==> src/rtl/local_flit_injector.sv <==
// Local-port network interface: packs PE words into HEAD/BODY/TAIL flits for router input 0
// and gates injection on a single credit pool shared by the router's local input VCs.
`ifndef FLIT_DATA_WIDTH
`define FLIT_DATA_WIDTH 32
`endif

module local_flit_injector #(
  parameter int unsigned NUM_VC      = 4,
  parameter int unsigned VC_DEPTH    = 4,
  parameter int unsigned MAX_PKT_LEN = 8,
  parameter int unsigned FLIT_W      = `FLIT_DATA_WIDTH,
  localparam int unsigned Pool       = NUM_VC * VC_DEPTH,
  localparam int unsigned CntW       = $clog2(Pool + 1),
  localparam int unsigned IdxW       = (MAX_PKT_LEN > 2) ? $clog2(MAX_PKT_LEN) : 1
) (
  input  logic              clk,
  input  logic              reset,
  input  logic              msg_valid,
  input  logic [FLIT_W-3:0] msg_data,
  input  logic              msg_last,
  output logic              msg_ready,
  output logic [FLIT_W-1:0] flit_data,
  output logic              flit_valid,
  input  logic              credit_increment,
  output logic [CntW-1:0]   credit_cnt,
  output logic              credit_err,
  output logic              len_err,
  output logic [15:0]       pkt_count
);

  typedef enum logic [0:0] {StIdle, StBody} state_e;

  localparam logic [1:0] TypeBody = 2'b00;
  localparam logic [1:0] TypeHead = 2'b01;
  localparam logic [1:0] TypeTail = 2'b10;
  localparam logic [1:0] TypeOne  = 2'b11;

  state_e            state_q, state_d;
  logic [IdxW-1:0]   flit_idx_q, flit_idx_d;
  logic [FLIT_W-1:0] flit_data_q, flit_data_d;
  logic              flit_valid_q, flit_valid_d;
  logic [CntW-1:0]   credit_cnt_q, credit_cnt_d;
  logic              credit_err_q, credit_err_d;
  logic              len_err_q, len_err_d;
  logic [15:0]       pkt_count_q, pkt_count_d;

  logic       accept;
  logic [1:0] flit_type;
  logic       emit_tail;
  logic       forced_tail;

  assign msg_ready = (credit_cnt_q != '0);
  assign accept    = msg_valid & msg_ready;

  always_comb begin
    state_d     = state_q;
    flit_idx_d  = flit_idx_q;
    flit_type   = TypeBody;
    emit_tail   = 1'b0;
    forced_tail = 1'b0;
    if (accept) begin
      unique case (state_q)
        StIdle: begin
          if (msg_last) begin
            flit_type = TypeOne;
            emit_tail = 1'b1;
          end else begin
            flit_type  = TypeHead;
            state_d    = StBody;
            flit_idx_d = IdxW'(1);
          end
        end
        StBody: begin
          if (msg_last || (flit_idx_q == IdxW'(MAX_PKT_LEN - 1))) begin
            flit_type   = TypeTail;
            emit_tail   = 1'b1;
            forced_tail = ~msg_last;
            state_d     = StIdle;
            flit_idx_d  = '0;
          end else begin
            flit_type  = TypeBody;
            flit_idx_d = flit_idx_q + IdxW'(1);
          end
        end
        default: state_d = StIdle;
      endcase
    end
  end

  always_comb begin
    flit_valid_d = accept;
    flit_data_d  = accept ? {flit_type, msg_data} : flit_data_q;
    len_err_d    = len_err_q | forced_tail;
    pkt_count_d  = pkt_count_q + 16'(emit_tail);
    credit_cnt_d = credit_cnt_q;
    credit_err_d = credit_err_q;
    unique case ({accept, credit_increment})
      2'b10: credit_cnt_d = credit_cnt_q - CntW'(1);
      2'b01: begin
        // A return with the pool already full is dropped and flagged.
        if (credit_cnt_q == CntW'(Pool)) credit_err_d = 1'b1;
        else                             credit_cnt_d = credit_cnt_q + CntW'(1);
      end
      default: credit_cnt_d = credit_cnt_q;
    endcase
  end

  always_ff @(posedge clk or negedge reset) begin
    if (!reset) begin
      state_q      <= StIdle;
      flit_idx_q   <= '0;
      flit_data_q  <= '0;
      flit_valid_q <= 1'b0;
      credit_cnt_q <= CntW'(Pool);
      credit_err_q <= 1'b0;
      len_err_q    <= 1'b0;
      pkt_count_q  <= '0;
    end else begin
      state_q      <= state_d;
      flit_idx_q   <= flit_idx_d;
      flit_data_q  <= flit_data_d;
      flit_valid_q <= flit_valid_d;
      credit_cnt_q <= credit_cnt_d;
      credit_err_q <= credit_err_d;
      len_err_q    <= len_err_d;
      pkt_count_q  <= pkt_count_d;
    end
  end

  assign flit_data  = flit_data_q;
  assign flit_valid = flit_valid_q;
  assign credit_cnt = credit_cnt_q;
  assign credit_err = credit_err_q;
  assign len_err    = len_err_q;
  assign pkt_count  = pkt_count_q;

endmodule

==> config.mk <==
export PLATFORM = sky130hd
export DESIGN_NAME = local_flit_injector
export DESIGN_NICKNAME = d
export VERILOG_FILES = /design/src/rtl/local_flit_injector.sv
export SDC_FILE = /design/constraint.sdc
export NUM_CORES = 1
export LEC_CHECK = 0
export CORE_ASPECT_RATIO = 0.7
export CORE_MARGIN = 10
export CORE_UTILIZATION = 40
export CTS_BUF_LIST = sky130_fd_sc_hd__clkbuf_2 sky130_fd_sc_hd__clkbuf_4 sky130_fd_sc_hd__clkbuf_8
export DETAILED_ROUTE_END_ITERATION = 10
export HOLD_SLACK_MARGIN = 0.1
export PLACE_DENSITY_LB_ADDON = 0.2
export SYNTH_ARGS = -nofsm -noshare
export SYNTH_HDL_FRONTEND = slang
export SYNTH_SLANG_ARGS = --single-unit
==> constraint.sdc <==
create_clock -name clk -period 3.2 [get_ports clk]
set_input_delay 0.64 -clock clk [delete_from_list [all_inputs] [get_ports clk]]
set_output_delay 0.64 -clock clk [all_outputs]
set_load 0.1 [all_outputs]
==> results of run 1 <==
[stage by stage]
| stage | cells | area, µm² |
|---|---|---|
| final | 467 | 3760 |
| after global routing | 467 | 3760 |
| after CTS | 467 | 3760 |
| after floorplan | 272 | 2680 |
| after global placement | 451 | 3570 |
| after detailed placement | 451 | 3570 |
[sequential cells by signal, indices dropped and copies added, names as in the netlist]
| name | flops |
|---|---|
| credit_cnt | 5 |
| credit_err | 1 |
| flit_data | 32 |
| flit_idx_q | 3 |
| flit_valid | 1 |
| len_err | 1 |
| pkt_count | 16 |
| state_q | 1 |
[cell usage in the layout, fill, tap and decap left out, types with 3 or more instances in the layout]
cell and n:
sky130_fd_sc_hd__a21o_1 3, sky130_fd_sc_hd__a21oi_1 10, sky130_fd_sc_hd__and3_1 4, sky130_fd_sc_hd__and4_1 3, sky130_fd_sc_hd__buf_4 65, sky130_fd_sc_hd__clkbuf_8 11, sky130_fd_sc_hd__clkdlybuf4s50_1 33, sky130_fd_sc_hd__clkinvlp_4 3
sky130_fd_sc_hd__dfrtp_1 55, sky130_fd_sc_hd__dfrtp_2 3, sky130_fd_sc_hd__ha_1 8, sky130_fd_sc_hd__inv_1 4, sky130_fd_sc_hd__mux2i_1 3, sky130_fd_sc_hd__nand2_1 95, sky130_fd_sc_hd__nand3_1 9, sky130_fd_sc_hd__nand4_1 3
sky130_fd_sc_hd__nor2_1 10, sky130_fd_sc_hd__o21ai_0 5, sky130_fd_sc_hd__xnor2_1 15
[kinds of logic (layout without fill, tap and decap cells)]
| group | Yosys count | after routing | synth area share |
|---|---|---|---|
| and+or+nand+nor | 135 | 135 | 0.218 |
| DFF | 60 | 60 | 0.562 |
| AOI/OAI and AO/OA | 32 | 32 | 0.0828 |
| xor gates and xnor gates | 16 | 16 | 0.0524 |
| buffers and inverters | 16 | 120 | 0.0243 |
| adders and majority gates | 9 | 9 | 0.0449 |
| muxes | 4 | 4 | 0.0154 |
[synth_stat cells (2+ instances only)]
cell type and count:
sky130_fd_sc_hd__dfrtp_1 59, sky130_fd_sc_hd__clkbuf_1 7, sky130_fd_sc_hd__nand3_1 9, sky130_fd_sc_hd__and4_1 3, sky130_fd_sc_hd__buf_2 4, sky130_fd_sc_hd__xnor2_1 15
sky130_fd_sc_hd__mux2i_1 3, sky130_fd_sc_hd__and3_1 4, sky130_fd_sc_hd__nor2_1 10, sky130_fd_sc_hd__a22o_1 2, sky130_fd_sc_hd__ha_1 8, sky130_fd_sc_hd__nor2b_1 2
sky130_fd_sc_hd__o21ai_0 5, sky130_fd_sc_hd__nand2_1 95, sky130_fd_sc_hd__a21o_1 3, sky130_fd_sc_hd__nand2b_1 2, sky130_fd_sc_hd__inv_1 4, sky130_fd_sc_hd__nand4_1 3
sky130_fd_sc_hd__a21oi_1 10, sky130_fd_sc_hd__o22ai_1 2
[critical path: cells and delay by family (launching register included)]
family                     cells  cell delay (ns)
and+or+nand+nor                4             1.41
DFF                            1             0.53
AOI/OAI and AO/OA              3             0.54
adders and majority gates      1             0.36
[routing by layer]
layer  vias up  GRT usage
li1       1110          -
met1      1035      0.173
met2        85      0.207
met3         4     0.0700
met4         0     0.0380
met5         -          0
[layout make-up]
class | count | area (µm²) | area share
multi-input cells | 196 | 1110 | 0.294
clock buffers | 11 | 151 | 0.0403
well taps | 91 | 114 | 0.0303
inverters | 5 | 18.8 | 0.00499
clock inverters | 5 | 36.3 | 0.00965
repair buffers | 99 | 823 | 0.219
flip-flops and latches | 60 | 1510 | 0.402
[report_power, final]
part / internal, µW / leakage, µW / switching, µW / total (µW)
Sequential: 949 / 0.000745 / 187 / 1140
Clock: 323 / 0.0000876 / 304 / 626
Combinational: 489 / 0.00104 / 1580 / 2070
Total: 1760 / 0.00187 / 2070 / 3830
[worst paths after layout]
kind | start | endpoint | depth (start not counted) | slack, ns
max | credit_cnt[1]$_DFFE_PN0P_ | credit_cnt[3]$_DFFE_PN0P_ | 8 | 0.23
min | reset | pkt_count[7]$_DFF_PN0_ | 1 | 0.25
max reg2reg | credit_cnt[1]$_DFFE_PN0P_ | credit_cnt[3]$_DFFE_PN0P_ | 8 | 0.23
min reg2reg | flit_data[14]$_DFFE_PN0P_ | flit_data[14]$_DFFE_PN0P_ | 2 | 0.47
max in group asynchronous | reset | credit_cnt[4]$_DFFE_PN1P_ | 2 | 2.19
min in group clk | flit_data[14]$_DFFE_PN0P_ | flit_data[14]$_DFFE_PN0P_ | 2 | 0.47
==> impl_metrics.prom, run 1 <==
# TYPE chip_impl_metric gauge
chip_impl_metric{name="worstSkewPairLatency",unit="ns"} 0.33
chip_impl_metric{name="die_height",unit="µm"} 88.4
chip_impl_metric{name="rows",unit=""} 24
chip_impl_info{name="worstPathCellList",value="or4_1, o21ai_4, nand2_1, ha_1, and3_1, or3_1, a32oi_1, o211ai_1"} 1
chip_impl_metric{name="critical_path_peak_fanout",unit=""} 8
chip_impl_metric{name="met3RoutedLength",unit="µm"} 602
chip_impl_metric{name="drive_gt1_frac",unit=""} 0.242
chip_impl_metric{name="grt_start_max_net_pins",unit=""} 27
chip_impl_info{name="crit_path_capture_type",value="flop"} 1
chip_impl_metric{name="post_synth_inst_count",unit=""} 272
chip_impl_metric{name="total_power",unit="µW"} 3830
chip_impl_metric{name="vias_in_the_first_global_route",unit=""} 2290
chip_impl_metric{name="whs",unit="ns"} 0.254
chip_impl_metric{name="final.setup_skew",unit="ns"} 0.00747
chip_impl_metric{name="power_density",unit="nW/µm²"} 1020
chip_impl_metric{name="worst_slew_pin_tran",unit="ns"} 0.465
chip_impl_metric{name="hpwlAfterDp",unit="µm"} 5220
chip_impl_metric{name="buffer_ports.inserted",unit=""} 91
chip_impl_metric{name="cts_buffers",unit=""} 9
chip_impl_info{name="tritoncts",value="built"} 1
chip_impl_metric{name="initial_core_util",unit=""} 0.420
chip_impl_metric{name="syn_area",unit="µm²"} 2680
chip_impl_metric{name="met1Wirelength",unit="µm"} 3390
chip_impl_info{name="worst-setup-path-type",value="flop to flop"} 1
chip_impl_metric{name="post-route-period-util",unit=""} 0.929
chip_impl_metric{name="delay_contributed_by_the_slowest_stage_of_the_critical_path",unit="ns"} 0.69
chip_impl_metric{name="final-hold-violation-count",unit=""} 0
chip_impl_info{name="synthTopCellsByArea",value="sky130_fd_sc_hd__dfrtp_1, sky130_fd_sc_hd__nand2_1, sky130_fd_sc_hd__xnor2_1"} 1
chip_impl_metric{name="ys_warns",unit=""} 0
chip_impl_metric{name="postLayoutCoreUtil",unit=""} 0.591
chip_impl_metric{name="synth_area_per_cell",unit="µm²"} 9.83
chip_impl_metric{name="gp_congestion",unit=""} 0.779
chip_impl_metric{name="totalWireLength",unit="µm"} 7110
chip_impl_metric{name="clk_path_buf_depth",unit=""} 2
chip_impl_metric{name="h-tree-depth",unit=""} 3
chip_impl_metric{name="antenna_violating_nets_post_route",unit=""} 0
chip_impl_info{name="class_of_the_tightest_hold_or_removal_check",value="input port to async pin"} 1
chip_impl_info{name="post-synth-top-area-cell",value="sky130_fd_sc_hd__dfrtp_1"} 1
chip_impl_metric{name="critPathRequiredTime",unit="ns"} 3.40
chip_impl_metric{name="finalWorstSetupSlack",unit="ns"} 0.227
chip_impl_metric{name="postCtsSetupRepairBufs",unit=""} 0
chip_impl_info{name="ys_dominant_reg_cell",value="sky130_fd_sc_hd__dfrtp_1"} 1
chip_impl_metric{name="final.setup.tns",unit="ns"} 0
chip_impl_metric{name="detail_route.first_pass.iterations",unit=""} 4
chip_impl_metric{name="detail_route.drc_violations",unit=""} 0
chip_impl_metric{name="holdBufCountCts",unit=""} 0
chip_impl_metric{name="dpl_worst_slack",unit="ns"} 0.268
chip_impl_metric{name="synth.yosys.seq_area_share",unit=""} 0.562
chip_impl_metric{name="die-area",unit="µm²"} 10400
chip_impl_metric{name="max-cap-violations",unit=""} 0
chip_impl_metric{name="vias",unit=""} 2234
chip_impl_metric{name="numClockSinks",unit=""} 60
chip_impl_metric{name="syn2layout_area_growth",unit="%"} 40.6
chip_impl_metric{name="finalCriticalPeriod",unit="ns"} 2.97
chip_impl_metric{name="insertedDiodeCount",unit=""} 0
chip_impl_metric{name="detail_route.wl_per_cell",unit="µm"} 15.2
chip_impl_info{name="critical_path.startpoint_type",value="flop"} 1
chip_impl_metric{name="yosys_reg_bits",unit=""} 60
chip_impl_info{name="run_status",value="finished, final reports clean"} 1
chip_impl_info{name="grt_setup_unrepaired",value="false"} 1
chip_impl_metric{name="synth-edff-count",unit=""} 0
chip_impl_info{name="slowest_stage_cell_on_the_critical_path",value="sky130_fd_sc_hd__or4_1"} 1
chip_impl_metric{name="max_freq",unit="MHz"} 336
chip_impl_metric{name="syn_nets",unit=""} 316
chip_impl_metric{name="groute.usage.overall",unit=""} 0.138
chip_impl_metric{name="post-synth-top-area-fraction",unit=""} 0.552
chip_impl_info{name="top_layer_used",value="met4"} 1
chip_impl_metric{name="vdd_ir_drop_max",unit="µV"} 733
chip_impl_metric{name="num_io_pins",unit=""} 92
chip_impl_metric{name="grt_overflow_total",unit=""} 0
chip_impl_metric{name="synth_async_sr_flop_share",unit=""} 1.00
chip_impl_metric{name="fill_cells",unit=""} 581
chip_impl_metric{name="drt-initial-drc-count",unit=""} 174
chip_impl_metric{name="die_width",unit="µm"} 118
chip_impl_metric{name="floorplan.core_area",unit="µm²"} 6370
chip_impl_metric{name="synthDistinctLibCells",unit=""} 42
chip_impl_metric{name="number_of_antenna_violations_at_the_first_check_in_global_routing",unit=""} 0
chip_impl_metric{name="slew-limit-headroom",unit=""} 0.690
chip_impl_metric{name="finalSetupViolCount",unit=""} 0
chip_impl_metric{name="clk_pin_slew",unit="ns"} 0.07
chip_impl_metric{name="postCtsResizedCells",unit=""} 0
chip_impl_metric{name="detailroute.wirelength.met2",unit="µm"} 3060
chip_impl_metric{name="slew_viol_final",unit=""} 0
chip_impl_metric{name="finalNetCount",unit=""} 415
chip_impl_metric{name="route.detailed.vias_per_inst",unit=""} 4.78
chip_impl_metric{name="grt_first_pass_wirelength",unit="µm"} 11700
chip_impl_info{name="ctsRootBufferMaster",value="sky130_fd_sc_hd__clkbuf_8"} 1
chip_impl_metric{name="cell_leakage_power",unit="µW"} 0.00187
chip_impl_metric{name="critPathArrivalTime",unit="ns"} 3.18
No activity file was read; power rests on OpenSTA's default activity.
==> inputs of run 2 (changes only) <==
Settings changed: CAP_MARGIN from default to 5, GPL_TIMING_DRIVEN from default to 0.
==> impl_metrics.prom, run 2 (synthesis gave the netlist of run 1 again) <==
# TYPE chip_impl_metric gauge
chip_impl_metric{name="vias",unit=""} 2275
chip_impl_metric{name="final-hold-violation-count",unit=""} 0
chip_impl_info{name="ctsRootBufferMaster",value="sky130_fd_sc_hd__clkbuf_8"} 1
chip_impl_metric{name="power_density",unit="nW/µm²"} 1010
chip_impl_metric{name="floorplan.core_area",unit="µm²"} 6370
chip_impl_metric{name="finalNetCount",unit=""} 420
chip_impl_metric{name="die_height",unit="µm"} 88.4
chip_impl_metric{name="max_freq",unit="MHz"} 322
chip_impl_info{name="critical_path.reg2reg.endpoint",value="credit_cnt[4]$_DFFE_PN1P_"} 1
chip_impl_info{name="critical_path.startpoint_type",value="flop"} 1
chip_impl_metric{name="finalSetupViolCount",unit=""} 0
chip_impl_metric{name="post-route-period-util",unit=""} 0.969
chip_impl_metric{name="final.setup.tns",unit="ns"} 0
chip_impl_metric{name="groute.usage.overall",unit=""} 0.139
chip_impl_info{name="top_layer_used",value="met4"} 1
chip_impl_metric{name="rows",unit=""} 24
chip_impl_metric{name="vdd_ir_drop_max",unit="µV"} 792
chip_impl_metric{name="die-area",unit="µm²"} 10400
chip_impl_metric{name="gp_congestion",unit=""} 0.777
chip_impl_metric{name="max-cap-violations",unit=""} 0
chip_impl_metric{name="buffer_ports.inserted",unit=""} 90
chip_impl_metric{name="detail_route.wl_per_cell",unit="µm"} 15.0
chip_impl_info{name="crit_path_capture_type",value="output pin"} 1
chip_impl_metric{name="fill_cells",unit=""} 561
chip_impl_metric{name="grt_first_pass_wirelength",unit="µm"} 11700
chip_impl_metric{name="drt-initial-drc-count",unit=""} 116
chip_impl_info{name="top_library_cells_by_usage_in_the_layout_fill_and_taps_aside",value="sky130_fd_sc_hd__nand2_1, sky130_fd_sc_hd__clkdlybuf4s50_1, sky130_fd_sc_hd__dfrtp_1"} 1
chip_impl_metric{name="cell_leakage_power",unit="µW"} 0.00182
chip_impl_metric{name="drive_gt1_frac",unit=""} 0.0945
chip_impl_metric{name="syn2layout_area_growth",unit="%"} 48.7
chip_impl_info{name="class_of_the_tightest_hold_or_removal_check",value="input port to async pin"} 1
chip_impl_metric{name="totalWireLength",unit="µm"} 7090
chip_impl_metric{name="whs",unit="ns"} 0.213
chip_impl_metric{name="finalCriticalPeriod",unit="ns"} 3.10
chip_impl_metric{name="antenna_violating_nets_post_route",unit=""} 0
chip_impl_metric{name="grt_start_max_net_pins",unit=""} 24
chip_impl_metric{name="hpwlAfterDp",unit="µm"} 5380
chip_impl_metric{name="ff2ff_path_depth",unit=""} 10
chip_impl_metric{name="h-tree-depth",unit=""} 3
chip_impl_info{name="layout.cells.most_common",value="sky130_fd_sc_hd__nand2_1"} 1
chip_impl_info{name="worst-setup-path-type",value="flop to output pin"} 1
chip_impl_metric{name="clk_pin_slew",unit="ns"} 0.07
chip_impl_metric{name="cts_buffers",unit=""} 9
chip_impl_metric{name="clk_path_buf_depth",unit=""} 2
chip_impl_metric{name="critPathArrivalTime",unit="ns"} 2.46
chip_impl_metric{name="route.detailed.vias_per_inst",unit=""} 4.82
chip_impl_metric{name="worst_slew_pin_tran",unit="ns"} 1.02
chip_impl_metric{name="critPathRequiredTime",unit="ns"} 2.56
chip_impl_metric{name="slew_viol_final",unit=""} 0
chip_impl_metric{name="initial_core_util",unit=""} 0.420
chip_impl_metric{name="vias_in_the_first_global_route",unit=""} 2299
chip_impl_metric{name="largest_register_ffs",unit=""} 32
chip_impl_metric{name="num_io_pins",unit=""} 92
chip_impl_info{name="grt_setup_unrepaired",value="false"} 1
chip_impl_info{name="tritoncts",value="built"} 1
chip_impl_metric{name="insertedDiodeCount",unit=""} 0
chip_impl_metric{name="met3RoutedLength",unit="µm"} 621
chip_impl_metric{name="grt_overflow_total",unit=""} 0
chip_impl_metric{name="postLayoutCoreUtil",unit=""} 0.625
chip_impl_metric{name="slew-limit-headroom",unit=""} 0.316
chip_impl_info{name="run_status",value="finished, final reports clean"} 1
chip_impl_metric{name="number_of_antenna_violations_at_the_first_check_in_global_routing",unit=""} 0
chip_impl_metric{name="ff2ff_setup_slack",unit="ns"} 0.20
chip_impl_metric{name="detail_route.first_pass.iterations",unit=""} 4
chip_impl_metric{name="critical_path_peak_fanout",unit=""} 8
chip_impl_metric{name="holdBufCountCts",unit=""} 0
chip_impl_metric{name="worstSkewPairLatency",unit="ns"} 0.33
chip_impl_metric{name="numClockSinks",unit=""} 60
chip_impl_metric{name="met1Wirelength",unit="µm"} 3350
chip_impl_metric{name="final.setup_skew",unit="ns"} 0.00817
chip_impl_metric{name="detailroute.wirelength.met2",unit="µm"} 3010
chip_impl_metric{name="detail_route.drc_violations",unit=""} 0
chip_impl_metric{name="die_width",unit="µm"} 118
chip_impl_info{name="rr_startpoint",value="credit_cnt[1]$_DFFE_PN0P_"} 1
run 2: cell types whose count changed in the layout (fill, tap and decap cells not counted), moves of 3 or more:
cell / previous run / this run
sky130_fd_sc_hd__buf_2: 1 / 4
sky130_fd_sc_hd__buf_4: 65 / 2
sky130_fd_sc_hd__clkbuf_1: 0 / 7
sky130_fd_sc_hd__clkdlybuf4s50_1: 33 / 88
run 2: timing repair:
item / 4_1_cts / 5_1_grt
pin swaps: 1 / 0
setup buffers: 1 / 0
setup endpoints to repair: 5 / 2
endpoints found under the hold margin: 0 / 0
gates resized for setup: 3 / 2
run 2: routing by layer:
layer,track usage,up-vias
li1,-,1112
met4,0.0515,0
met3,0.0636,10
met5,0,-
met2,0.205,74
met1,0.177,1079
run 2: cell type report:
cell class	instances	area (µm²)	share of cell area
Sequential cell	60	1510	0.380
Tap cell	91	114	0.0286
Clock inverter	5	58.8	0.0148
Inverter	5	18.8	0.00472
Clock buffer	11	151	0.0381
Buffer	11	48.8	0.0123
Multi-Input combinational cell	196	1130	0.283
Timing Repair Buffer	93	950	0.239
run 2: worst max-delay path: stages, from the launching register on:
cell and delay [ns]:
sky130_fd_sc_hd__dfrtp_4 0.53, sky130_fd_sc_hd__or4_1 0.52, sky130_fd_sc_hd__buf_2 0.18, sky130_fd_sc_hd__nor2_1 0.25
sky130_fd_sc_hd__inv_1 0.06, sky130_fd_sc_hd__dlygate4sd2_1 0.59
run 2: worst max path at each step:
stage	slack, ns	cells after the start	from	end
2_1_floorplan	0.02	10	credit_cnt[0]$_DFFE_PN0P_	credit_cnt[3]$_DFFE_PN0P_
3_3_place_gp	-0.96	1	reset	credit_cnt[1]$_DFFE_PN0P_
3_5_place_dp	-0.17	10	credit_cnt[1]$_DFFE_PN0P_	credit_cnt[4]$_DFFE_PN1P_
4_1_cts	0.1	5	credit_cnt[1]$_DFFE_PN0P_	msg_ready
5_1_grt	0.01	5	credit_cnt[1]$_DFFE_PN0P_	msg_ready
6_report	0.1	5	credit_cnt[1]$_DFFE_PN0P_	msg_ready
run 2: where the power goes:
part | switching (µW) | internal, µW
Clock | 309 | 403
Combinational | 1610 | 563
Sequential | 168 | 948
Total | 2090 | 1910
run 2: through the flow:
stage | power [µW] | cell area, µm² | cells | setup WS (ns)
5_1_grt | 4200 | 3980 | 472 | 0.0121
2_1_floorplan | 2730 | 2680 | 272 | 0.0220
3_5_place_dp | 3290 | 3740 | 455 | -0.168
4_1_cts | 4020 | 3960 | 472 | 0.0977
3_3_place_gp | 3250 | 3700 | 453 | -0.956
6_report | 4000 | 3980 | 472 | 0.0984
